===== src/rtl/seq_chk_pkg.sv =====
// Shared definitions for the sequence response checker.
// Holds the parameter defaults and the per-slot result encoding used
// between seq_slot and seq_response_checker.
package seq_chk_pkg;

    localparam int MIN_DLY_DEF   = 1;
    localparam int MAX_DLY_DEF   = 4;
    localparam int NUM_SLOTS_DEF = 4;
    localparam int CNT_W_DEF     = 16;

    // Outcome of one slot in the current cycle.
    typedef enum logic [1:0] {
        IDLE  = 2'd0,
        PEND  = 2'd1,
        MATCH = 2'd2,
        FAIL  = 2'd3
    } slot_result_e;

endpackage


===== src/rtl/seq_slot.sv =====
// One attempt tracker for trig |-> ##[MIN_DLY:MAX_DLY] resp.
// Ports:
//   clock, reset_n : clock and synchronous active-low reset
//   i_load         : start an attempt (taken only when the slot is free)
//   i_resp         : consequent sample
//   o_valid        : registered valid bit
//   o_result       : combinational outcome for the current cycle
module seq_slot
    import seq_chk_pkg::*;
#(
    parameter int MIN_DLY = MIN_DLY_DEF,
    parameter int MAX_DLY = MAX_DLY_DEF
) (
    input  logic         clock,
    input  logic         reset_n,
    input  logic         i_load,
    input  logic         i_resp,
    output logic         o_valid,
    output slot_result_e o_result
);

    localparam int AGE_W = $clog2(MAX_DLY + 1);

    logic             r_valid;
    logic [AGE_W-1:0] r_age;
    slot_result_e     w_result;

    // Resolve the attempt: a match takes precedence over a timeout in the
    // same cycle, so a late-but-legal resp still counts as a pass.
    always_comb begin
        w_result = IDLE;
        if (!r_valid) begin
            w_result = IDLE;
        end else if (i_resp && (r_age >= AGE_W'(MIN_DLY))) begin
            w_result = MATCH;
        end else if (r_age == AGE_W'(MAX_DLY)) begin
            w_result = FAIL;
        end else begin
            w_result = PEND;
        end
    end

    // Slot state: load with age 1, clear on resolution, otherwise age.
    always_ff @(posedge clock) begin
        if (!reset_n) begin
            r_valid <= 1'b0;
            r_age   <= '0;
        end else if (i_load && !r_valid) begin
            r_valid <= 1'b1;
            r_age   <= AGE_W'(1);
        end else if ((w_result == MATCH) || (w_result == FAIL)) begin
            r_valid <= 1'b0;
            r_age   <= '0;
        end else if (r_valid) begin
            r_age   <= r_age + AGE_W'(1);
        end else begin
            r_age   <= r_age;
        end
    end

    assign o_valid  = r_valid;
    assign o_result = w_result;

endmodule


===== config.mk =====
export PLATFORM = sky130hd
export DESIGN_NAME = seq_slot
export DESIGN_NICKNAME = d
export VERILOG_FILES = /design/src/rtl/seq_chk_pkg.sv /design/src/rtl/seq_slot.sv
export SDC_FILE = /design/constraint.sdc
export NUM_CORES = 1
export LEC_CHECK = 0
export CORE_AREA = 5 5 42 44
export CTS_CLUSTER_DIAMETER = 60
export DETAILED_ROUTE_END_ITERATION = 8
export DIE_AREA = 0 0 47 49
export DONT_BUFFER_PORTS = 1
export HOLD_SLACK_MARGIN = 0.1
export MAX_ROUTING_LAYER = met4
export PLACE_DENSITY = 0.43
export SYNTH_ARGS = -nofsm -noshare
export SYNTH_HDL_FRONTEND = slang
export SYNTH_SLANG_ARGS = --single-unit

===== constraint.sdc =====
create_clock -name clock -period 2.3 [get_ports clock]
set_input_delay 0.46 -clock clock [delete_from_list [all_inputs] [get_ports clock]]
set_output_delay 0.46 -clock clock [all_outputs]
set_load 0.05 [all_outputs]

; ---- After elaboration in Yosys (flattened, before gate mapping)
; Cells that the tools add are included.
; Widths: inputs -> output; s select.
[op_classes]
n_addsub = 1
n_lt_le_gt_ge = 1
n_eq_ne = 3
n_mux = 8
bitwise_logic = 1
n_reduce_logical = 7
[op_table]
columns = cell, n
row1 = $mux 2, 3
row2 = $mux 1, 5
row3 = $eq 2x2->1 const B, 2
row4 = $add 3x1->3 const B, 1
row5 = $eq 3x3->1 const B, 1
row6 = $ge 3x1->1 const B, 1
row7 = $reduce_bool 3->1, 1
row8 = $reduce_or 3->1, 1
row9 = $logic_and 1x1->1, 2
row10 = $reduce_bool 2->1, 1
row11 = $logic_not 1->1, 1
row12 = $logic_or 1x1->1, 1
row13 = $not 1->1, 1
[word_totals]
regBits = 4
inputBits = 4
elab_cells = 24

; ---- Logic depth before layout (Yosys ltp)
[logic_depth]
depth_word = 8
ltp_mapped = 5

; ---- Worst setup path before layout
; OpenSTA, ideal clock, no wires.
[synth_path]
path_kind = reg-to-output
from = register r_age[0]
to = output o_result[1]
arrival_time_ps = 1359
path_slack_ps = 481
stages_incl_launch_ff = 6
n_path_buf = 0
cell_sequence = dfxtp_1 > inv_1 > ha_1 > o21ai_0 > nand2_1 > and2_1
[synth_via]
elab_chain_len = 4
elab_cells_between_ends = 6
cone_classes = order compare: 1 / eq/ne: 1 / mux: 3 / reduce/logical: 1
[synth_rtl]
columns = element, line_no
row1 = start: declaration, seq_slot.sv:25  ; logic [AGE_W-1:0] r_age;
row2 = start signal: assignment, seq_slot.sv:55  ; r_age <= r_age + AGE_W'(1);
row3 = start signal: assignment, seq_slot.sv:57  ; r_age <= r_age;
row4 = $ge 3x1->1 or $eq 3x3->1 (tied branches), "seq_slot.sv:34, seq_slot.sv:36"
row5 = $logic_and 1x1->1 or $mux 2 (tied branches), "seq_slot.sv:34, seq_slot.sv:36"
row6 = $mux 2 (*), seq_slot.sv:34  ; end else if (i_resp && (r_age >= AGE_W'(MIN_DLY))) begin
row7 = $mux 2 (*), seq_slot.sv:32  ; if (!r_valid) begin
row8 = end: declaration, seq_slot.sv:19  ; output slot_result_e o_result
; Mark *: on every way between the ends. The rest lies on a longest branch, timed or not.

; ---- Final worst setup path
[layout_path]
from = register r_age[1]
to = output o_result[1]
; The elaborated chain is that of the path after synthesis.

==> metrics.yaml <==
synthesis:
  avgSynthCellArea_um2: 9.920
  ys_types: 20
  synth-edff-count: 0
  synth_area_leaders: "dfxtp_1, ha_1, o31ai_4"
  synthArstFlopShare_pct: 0
  synth_nets: 35
  synth-seq-cells: 4
  synthesis.instances: 28
  synth_top_cell_area_share_pct: 28.83
  yosys.area.top_type: "dfxtp_1"
  yosysWarningCount: 0
  ys_dominant_reg_cell: "dfxtp_1"
  ys_seq_area_share_pct: 28.83
  syn_area_um2: 277.8
power_and_ir_drop:
  powerDensity_nw_per_um2: 653.9
  power.switching_mw: 0.06416
  clkPwrFrac_pct: 40.0
  power_frac_comb_pct: 21.4
  p_leak_nw: 0.1347
  seqPwrFrac_pct: 38.6
  p_int_mw: 0.1502
  sw_frac_of_total_pct: 29.93
  peakVddDrop_v: 0.0001976
die:
  start_util_pct: 19.82
  die_h_um: 49
  die_w_um: 47
  num_rows: 14
  ioPinCount: 7
  core_um2: 1401
  dieArea_um2: 2303
critical_path:
  crit_buf_inv: 1
  slowest_delay_ps: 430
  cp.arrival_ps: 1680
  path_class: "register to output port"
  critPathLaunchType: "register"
  crit_fanout: 5
  crit_required_ps: 1840
  crit_chain: "inv_1 -> ha_1 -> o31ai_4 -> nand2_1 -> and2_1"
  critPathSlowestCell: "dfxtp_1"
  ff2ff_setup_slack_ps: 950
  path_delay_family: "simple AND/OR/NAND/NOR gates"
  crit_path_end_kind: "output port"
grt:
  grt_max_degree: 12
  track_usage_pct: 6.489
  grt_pass1_wl_um: 1000
  grt_pass1_vias: 238
  antenna_found_initial: 0
  grt.overflow.total: 0
drt:
  drc: 0
  top_layer: "met3"
  wl_um: 537
  drt_iter0_markers: 1
  wl_per_cell_um: 11.19
  via_count: 221
  dr.pass1.iters: 3
  wl_met2_um: 229
  wl_met3_um: 55
  vias_per_cell: 4.604
  met1Wirelength_um: 252
  ant_nets: 0
cells_and_area:
  nFillCells: 158
  fin_nets: 41
  area_delta_synth_final_pct: 18.02
  final_cells: 48
  utilization_pct: 23.39
  drive_gt1_share_pct: 21.88
  antenna_cells: 0
timing:
  setup_viol: 0
  skew_ps: 1.067
  tightestPinTransition_ps: 502.7
  post-route-period-util_pct: 92.98
  min_period_ps: 2139
  max_freq_mhz: 467.6
  finalSetupTns_ps: 0
  maxSlewViolCount: 0
  rsz0062_at_grt: "no"
  slew_headroom_pct: 66.72
  hold_violations: 0
clock_network:
  cts_setup_buffers: 0
  htreeDepth: 1
  clockRootBuffer: "clkbuf_4"
  clk_pin_slew_ps: 40
  hold_buffers: 0
  cts-buffers-inserted: 3
  cts_tree: "done"
  clk_latency_ps: 230
  cts.sinks: 4
  cts_buffer_depth: 2
status:
  status: "completed"
placed_design:
  place_inst: 45
  place_hpwl_um: 416.3
  gp_congestion: 0.6252
  portBuffers: 0
flow_run:
  max-cap-violations: 0
hold_path:
  hold_path.class: "primary input to register"
-- path summary, 6_finish.rpt --
check,startpoint,endpoint,cells after the start
hold reg to reg,o_valid,o_valid,1
setup / recovery,r_age[1],o_result[1],5
hold / removal,reset_n,r_age[1],1
setup reg to reg,r_age[1],r_age[0],5
-- final cells by class --
cell class | count | area (µm²) | area share, %
Sequential cell | 4 | 80.08 | 24.43
Inverter | 2 | 7.507 | 2.290
Timing Repair Buffer | 2 | 15.01 | 4.580
Clock buffer | 3 | 22.52 | 6.870
Tap cell | 16 | 20.02 | 6.107
Multi-Input combinational cell | 21 | 182.7 | 55.73
-- cells in the mapped netlist (2+ instances only) --
| cell type | n |
|---|---|
| dfxtp_1 | 4 |
| inv_1 | 2 |
| o21ai_0 | 2 |
| and2_1 | 2 |
| ha_1 | 3 |
-- state kept, by name, indices dropped and copies added (netlist names) --
name / count
o_valid: 1
r_age: 3
-- cell usage in the layout (no fill, tap or decap) --
cell      Yosys  final
ha_1          3      3
mux2_4        1      1
and2_1        2      2
nand4_1       1      1
o21bai_1      1      1
buf_4         0      2
a41oi_1       1      1
o31ai_4       1      1
o41ai_1       1      1
nor3_1        1      1
a21oi_1       1      1
o21ai_1       0      1
nand2_1       1      1
nor4bb_1      1      1
o21ai_0       2      1
clkbuf_4      1      3
nor2b_1       1      1
a41o_1        1      1
dfxtp_1       4      4
inv_1         2      2
a21boi_0      1      1
nor3b_1       1      1
-- metal layers --
layer | global-route usage [%] | vias to the layer above
li1 | - | 116
met1 | 7.659 | 99
met2 | 7.014 | 6
met3 | 3.321 | 0
met4 | 6.912 | 0
met5 | - | -
-- per-stage QoR --
step	total power, mW	hold slack, ps	setup slack [ps]	instance area (µm²)
after floorplan	0.1214	588.2	481.3	277.8
after global routing	0.2313	366.4	50.39	327.8
after global placement	0.1291	568.3	353.0	305.3
after CTS	0.2215	353.7	75.19	327.8
after detailed placement	0.1301	583.5	344.0	305.3
final	0.2143	359.4	161.5	327.8
-- timing repair --
item                       CTS  global route
resized for setup            0             1
setup endpoints to repair    0             1
hold endpoints to repair     0             0
-- worst register-to-register path: cells and delay by family (launching register included) --
family,cells,cell delay (ps)
flops,1,430
compound gates,2,400
fa+ha+maj,1,230
simple gates,1,130
buf+inv,1,90
-- power by group through the flow --
stage               clock, mW  combinational [mW]  sequential (mW)
detailed placement          0              0.0460           0.0840
CTS                    0.0926              0.0461           0.0828
finish                 0.0857              0.0458           0.0828
global placement            0              0.0457           0.0834
floorplan                   0              0.0362           0.0853
global route           0.0977              0.0495           0.0840
-- kinds of logic after synthesis --
logic type               synth area share (%)
AO/OA/AOI/OAI                           28.38
AND/OR/NAND/NOR                         18.47
flip-flops                              28.83
buffers and inverters                   5.407
adder cells (fa/ha/maj)                 13.51
multiplexers                            5.404
No activity file was read; power rests on OpenSTA's default activity.
